File: src/rtl/pc_unit.sv
`default_nettype none
// ============================================================================
//  Module   : pc_unit
//  Purpose  : Program-counter unit for the fetch stage. Holds the current PC,
//             advances it by a fixed increment, applies taken branch/jump
//             redirects, and predicts call/return targets with a circular
//             return-address stack (RAS). A sticky HALTED state freezes the
//             unit until reset.
//
//  Ports    :
//    CLK            in   1        rising-edge clock
//    RST            in   1        asynchronous active-high reset
//    adv            in   1        advance enable (0 = stall this cycle)
//    halt           in   1        halt request, sticky once accepted
//    redirect_valid in   1        branch/jump taken this cycle
//    redirect_pc    in   WIDTH    redirect target
//    call           in   1        redirect is a call: push return address
//    ret            in   1        return: next PC from RAS top
//    PC             out  WIDTH    current program counter
//    pc_next        out  WIDTH    value PC takes at the next edge
//    halted         out  1        unit is in HALTED state
//    ras_count      out  CW       number of valid RAS entries
//    ras_underflow  out  1        one-cycle pulse: ret accepted on empty RAS
//
//  Revision : 1.0  initial release
// ============================================================================
module pc_unit #(
  parameter int               WIDTH     = 32,
  parameter logic [WIDTH-1:0] PC_INIT   = '0,
  parameter logic [WIDTH-1:0] PC_INC    = WIDTH'(4),
  parameter int               RAS_DEPTH = 4
) (
  input  logic                         CLK,
  input  logic                         RST,
  input  logic                         adv,
  input  logic                         halt,
  input  logic                         redirect_valid,
  input  logic [WIDTH-1:0]             redirect_pc,
  input  logic                         call,
  input  logic                         ret,
  output logic [WIDTH-1:0]             PC,
  output logic [WIDTH-1:0]             pc_next,
  output logic                         halted,
  output logic [$clog2(RAS_DEPTH):0]   ras_count,
  output logic                         ras_underflow
);

  // --------------------------------------------------------------------------
  // Local constants
  // --------------------------------------------------------------------------
  localparam int PW = $clog2(RAS_DEPTH);   // stack pointer width
  localparam int CW = PW + 1;              // occupancy counter width

  localparam logic [CW-1:0] C_RAS_FULL = CW'(RAS_DEPTH);
  localparam logic [PW-1:0] C_SP_ONE   = PW'(1);
  localparam logic [CW-1:0] C_CNT_ONE  = CW'(1);

  localparam logic [0:0] ST_RUN    = 1'b0;
  localparam logic [0:0] ST_HALTED = 1'b1;

  // --------------------------------------------------------------------------
  // State
  // --------------------------------------------------------------------------
  logic [0:0]       r_state;
  logic [WIDTH-1:0] r_pc;
  logic [PW-1:0]    r_sp;        // next free slot; top of stack is r_sp-1
  logic [CW-1:0]    r_count;
  logic             r_underflow;
  logic [WIDTH-1:0] r_ras [RAS_DEPTH];

  // --------------------------------------------------------------------------
  // Per-cycle decode
  // --------------------------------------------------------------------------
  logic             w_running;
  logic             w_accept;     // this edge actually moves the PC
  logic             w_redirect;
  logic             w_push;
  logic             w_ret;
  logic             w_ras_empty;
  logic             w_pop;
  logic             w_underflow;
  logic [WIDTH-1:0] w_pc_inc;
  logic [WIDTH-1:0] w_ras_top;
  logic [PW-1:0]    w_sp_top;

  always_comb begin
    w_running   = (r_state == ST_RUN);
    // halt wins over everything, then a stall; neither moves the PC.
    w_accept    = w_running && !halt && adv;
    w_redirect  = w_accept && redirect_valid;
    // call only has meaning together with a taken redirect.
    w_push      = w_redirect && call;
    // ret is ignored whenever a redirect is taken in the same cycle.
    w_ret       = w_accept && !redirect_valid && ret;
    w_ras_empty = (r_count == '0);
    w_pop       = w_ret && !w_ras_empty;
    w_underflow = w_ret && w_ras_empty;
  end

  // Sequential successor; wraps modulo 2^WIDTH by construction.
  assign w_pc_inc  = r_pc + PC_INC;

  // The stack is circular: the pointer wraps naturally because RAS_DEPTH
  // is a power of two, so a push when full overwrites the oldest entry.
  assign w_sp_top  = r_sp - C_SP_ONE;
  assign w_ras_top = r_ras[w_sp_top];

  // --------------------------------------------------------------------------
  // Next-PC selection (fully combinational from all inputs)
  // --------------------------------------------------------------------------
  always_comb begin
    pc_next = r_pc;
    if (w_accept) begin
      if (redirect_valid) begin
        pc_next = redirect_pc;
      end else if (w_pop) begin
        pc_next = w_ras_top;
      end else begin
        // plain sequential step, also taken for ret on an empty stack
        pc_next = w_pc_inc;
      end
    end
  end

  // --------------------------------------------------------------------------
  // Control FSM: RUN -> HALTED on any edge with halt=1; only reset leaves.
  // --------------------------------------------------------------------------
  always_ff @(posedge CLK or posedge RST) begin
    if (RST) begin
      r_state <= ST_RUN;
    end else begin
      case (r_state)
        ST_RUN: begin
          if (halt) begin
            r_state <= ST_HALTED;
          end
        end
        ST_HALTED: begin
          r_state <= ST_HALTED;
        end
        default: begin
          r_state <= ST_RUN;
        end
      endcase
    end
  end

  // --------------------------------------------------------------------------
  // PC register
  // --------------------------------------------------------------------------
  always_ff @(posedge CLK or posedge RST) begin
    if (RST) begin
      r_pc <= PC_INIT;
    end else begin
      r_pc <= pc_next;
    end
  end

  // --------------------------------------------------------------------------
  // RAS pointer and occupancy
  // --------------------------------------------------------------------------
  always_ff @(posedge CLK or posedge RST) begin
    if (RST) begin
      r_sp    <= '0;
      r_count <= '0;
    end else begin
      if (w_push) begin
        r_sp <= r_sp + C_SP_ONE;
        // once full, the count saturates while the oldest entry is lost
        if (r_count != C_RAS_FULL) begin
          r_count <= r_count + C_CNT_ONE;
        end
      end else if (w_pop) begin
        r_sp    <= w_sp_top;
        r_count <= r_count - C_CNT_ONE;
      end
    end
  end

  // --------------------------------------------------------------------------
  // RAS storage. Contents are don't-care after reset, so no reset branch;
  // the occupancy counter alone decides what is valid.
  // --------------------------------------------------------------------------
  generate
    for (genvar gi = 0; gi < RAS_DEPTH; gi++) begin : g_ras_entry
      always_ff @(posedge CLK) begin
        if (w_push && (r_sp == PW'(gi))) begin
          r_ras[gi] <= w_pc_inc;
        end
      end
    end
  endgenerate

  // --------------------------------------------------------------------------
  // Underflow pulse: registered so it appears for exactly the cycle after
  // the edge that accepted the offending ret.
  // --------------------------------------------------------------------------
  always_ff @(posedge CLK or posedge RST) begin
    if (RST) begin
      r_underflow <= 1'b0;
    end else begin
      r_underflow <= w_underflow;
    end
  end

  // --------------------------------------------------------------------------
  // Outputs
  // --------------------------------------------------------------------------
  assign PC            = r_pc;
  assign halted        = (r_state == ST_HALTED);
  assign ras_count     = r_count;
  assign ras_underflow = r_underflow;

endmodule
`default_nettype wire
File: config.mk
export PLATFORM = sky130hd
export DESIGN_NAME = pc_unit
export DESIGN_NICKNAME = d
export VERILOG_FILES = /design/src/rtl/pc_unit.sv
export SDC_FILE = /design/constraint.sdc
export NUM_CORES = 1
export LEC_CHECK = 0
export BUFFER_PORTS_ARGS = -buffer_cell sky130_fd_sc_hd__clkbuf_2
export CAP_MARGIN = 40
export CORE_UTILIZATION = 52
export CTS_CLUSTER_SIZE = 20
export DETAILED_ROUTE_END_ITERATION = 7
export GPL_TIMING_DRIVEN = 1
export PLACE_DENSITY = 0.77
export RECOVER_POWER = 50
export SLEW_MARGIN = 5
export SYNTH_ARGS = -nofsm -noshare
export SYNTH_HDL_FRONTEND = slang
export SYNTH_SLANG_ARGS = --single-unit
export TNS_END_PERCENT = 1
File: constraint.sdc
create_clock -name CLK -period 7.57 [get_ports CLK]
set_input_delay 0.3785 -clock CLK [delete_from_list [all_inputs] [get_ports CLK]]
set_output_delay 0.3785 -clock CLK [all_outputs]
set_load 0.01 [all_outputs]
==> flow_metrics.env <==
export IMPL_clkSinkCount=167
export IMPL_p_int_mw=1.65
export IMPL_start_util_pct=53.6
export IMPL_cts_root_buf="clkbuf_16"
export IMPL_syn_to_final_growth_pct=16.8
export IMPL_min_period_ns=4.45
export IMPL_clockBufferDepth=2
export IMPL_rsz0062_at_grt="no"
export IMPL_htreeDepth=4
export IMPL_critical_path_arrival_ns=4.08
export IMPL_p_leak_nw=3.17
export IMPL_yosysMostFrequentCell="edfxtp_1"
export IMPL_postLayoutCellArea_mm2=0.00876
export IMPL_fillers=1090
export IMPL_max_slew_margin_pct=-64.5
export IMPL_cp_slowest_cell="clkbuf_1"
export IMPL_grt_pass1_vias=4946
export IMPL_synth_area_leaders="edfxtp_1 (51%), dfrtp_1 (13%), mux4_2 (9.6%), xnor2_1 (2.3%), nand2_1 (2.3%)"
export IMPL_drc_errors=0
export IMPL_criticalPathCategory="flop to primary output"
export IMPL_crit_path_start_kind="flop"
export IMPL_ctsHoldBuffers=0
export IMPL_portBuffers=107
export IMPL_clock_skew_ns=0.0102
export IMPL_syn_nets=558
export IMPL_die_area_mm2=0.0149
export IMPL_dpl_hpwl_mm=11.4
export IMPL_route_vias_total=5087
export IMPL_cp_top_family="buffers and inverters"
export IMPL_grt_antenna_before_repair=0
export IMPL_synth_area_mm2=0.00750
export IMPL_synth_top_area_cell="edfxtp_1"
export IMPL_violations="capacitance limit, slew limit"
export IMPL_viasPerCell=6.26
export IMPL_timing_max_cap_violations=5
export IMPL_routedWlPerCell_um=22.6
export IMPL_ys_types=56
export IMPL_crit_start="halted"
export IMPL_clk_latency_ns=0.43
export IMPL_drt_wl_total_mm=18.4
export IMPL_worst_slew_pin_slew_ns=2.47
export IMPL_hold_path_class="input port to flop"
export IMPL_yosys_area_top_type_share_pct=51.2
export IMPL_cts_tree="yes"
export IMPL_slowest_delay_ns=1.74
export IMPL_async_reset_ff_share_pct=23.4
export IMPL_cts_resized=0
export IMPL_crit_buf_inv=3
export IMPL_grt_overflow_total=0
export IMPL_worstPathMaxFanout=49
export IMPL_pin_count=108
export IMPL_hold_viol=0
export IMPL_synth_common_cells="edfxtp_1 (128), nand2_1 (45), dfrtp_1 (39)"
export IMPL_rows=43
export IMPL_fin_setup_tns_ns=0
export IMPL_power_frac_comb_pct=11.0
export IMPL_swShare_pct=24.3
export IMPL_finalMaxSlewViolations=189
export IMPL_end_kind="primary output"
export IMPL_synth_edf_count=128
export IMPL_clkTransAtPathRegs_ns=0.06
export IMPL_pwr_share_clk_pct=40.9
export IMPL_place_inst=780
export IMPL_synthCells=513
export IMPL_syn_avg_cell_area_um2=14.6
export IMPL_grt_pass1_wl_mm=27.9
export IMPL_place_congestion=0.804
export IMPL_synth_seq_area_share_pct=64.2
export IMPL_drtAntennaViolNets=0
export IMPL_power_switching_uw=529
export IMPL_ir_drop_uv=210
export IMPL_status="finished, violations left"
export IMPL_min_period_over_period_pct=58.8
export IMPL_ys_ff_latch=167
export IMPL_drt_iter0_drc=576
export IMPL_cp_required_ns=7.19
export IMPL_grt_max_degree=50
export IMPL_antenna_cells=0
export IMPL_synth_main_ff_cell="edfxtp_1"
export IMPL_drive_gt1_share_pct=24.2
export IMPL_core_mm2=0.0140
export IMPL_setup_violations_final=0
export IMPL_die_h_um=122
export IMPL_worstReg2RegStart="halted"
export IMPL_power_density_mw_per_mm2=248
export IMPL_critical_path_cell_chain="or3b_2 -> clkbuf_1 -> nor3_1 -> buf_4 -> a21o_1 -> a21oi_1 -> o21ai_0 -> clkbuf_2"
export IMPL_layout_nets=664
export IMPL_dpl_instance_area_mm2=0.00825
export IMPL_max_clock_freq_mhz=225
export IMPL_min_from="halt"
export IMPL_p_seq_share_pct=48.2
export IMPL_cts_buffers=17
export IMPL_yosysWarningCount=0
export IMPL_fin_cells=812
export IMPL_grt_usage_pct=26.2
export IMPL_die_x_um=122
export IMPL_dr_pass1_iters=5
export IMPL_post_cts_setup_buffers=0
## placed cells by master (no fill, tap or decap), types with 17 or more instances in the layout
cell and instances:
clkbuf_1 44, clkbuf_16 17, clkbuf_2 70, dfrtp_1 38, edfxtp_1 128, mux4_2 32, nand2_1 45, nor2_1 23
o21ai_0 23, xnor2_1 20
## worst reg2reg max path: stages (launching register included)
cell and delay (ns):
dfrtp_1 0.40, nor3b_1 0.20, clkbuf_1 1.01, and3_1 0.51
and2_1 0.18, clkbuf_1 1.58
## cells by family after synthesis
| kind of cell | Yosys count | share of synthesized area, % |
|---|---|---|
| flops | 167 | 64.2 |
| simple gates | 130 | 9.32 |
| buf+inv | 45 | 2.43 |
| fa+ha+maj | 6 | 1.10 |
| mux | 32 | 9.61 |
| xor+xnor | 29 | 3.39 |
| compound gates | 104 | 9.91 |
## layout make-up
type	instances	area (um^2)	share of cell area (%)
clock buffers	18	439	5.01
clock inverters	14	175	2.00
inverters	11	41.3	0.471
multi-input cells	301	2480	28.3
flip-flops and latches	167	4820	55.0
well taps	180	225	2.57
repair buffers	121	581	6.63
## per-stage QoR
step           hold WS (ns)  util [%]  setup WS [ns]  power (mW)
2_1_floorplan         0.488         -           4.40        1.21
3_3_place_gp          0.516      58.8           3.91        1.30
3_5_place_dp          0.535      59.0           4.17        1.31
4_1_cts              0.0851      63.4           3.70        2.19
5_1_grt               0.171      62.6           2.92        2.25
6_report              0.184      62.6           3.12        2.18
## routing by layer
| layer | vias to the layer above | share of wire [%] | routed length (um) | track usage, % |
|---|---|---|---|---|
| met5 | - | 0 | 0 | 0 |
| met4 | 0 | 1.8 | 326 | 9.22 |
| met3 | 28 | 8.9 | 1640 | 5.71 |
| met2 | 291 | 48 | 8870 | 40.9 |
| met1 | 2538 | 41 | 7540 | 36.5 |
| li1 | 2230 | - | - | - |
## power by group through the flow
| stage | registers (mW) | logic (mW) | clock network, mW |
|---|---|---|---|
| after floorplan | 1.06 | 0.150 | 0 |
| after global routing | 1.05 | 0.259 | 0.936 |
| after CTS | 1.05 | 0.244 | 0.900 |
| final | 1.05 | 0.239 | 0.889 |
| after detailed placement | 1.07 | 0.241 | 0 |
| after global placement | 1.07 | 0.230 | 0 |
## path summary, 6_finish.rpt
check,endpoint,slack [ns],cells after the start
setup / recovery,pc_next[11],3.12,8
hold / removal,halted,0.18,2
setup reg to reg,r_ras[1][17],3.24,5
hold reg to reg,halted,0.53,1
max in group asynchronous,r_sp[0],5.25,3
min in group asynchronous,PC[6],0.79,3
## registers in the layout, indices dropped and copies added, names as in the netlist
signal / count
PC: 32
ras_underflow: 1
r_ras: 128
ras_count: 3
r_sp: 2
halted: 1
(Power assumes the default switching activity.)
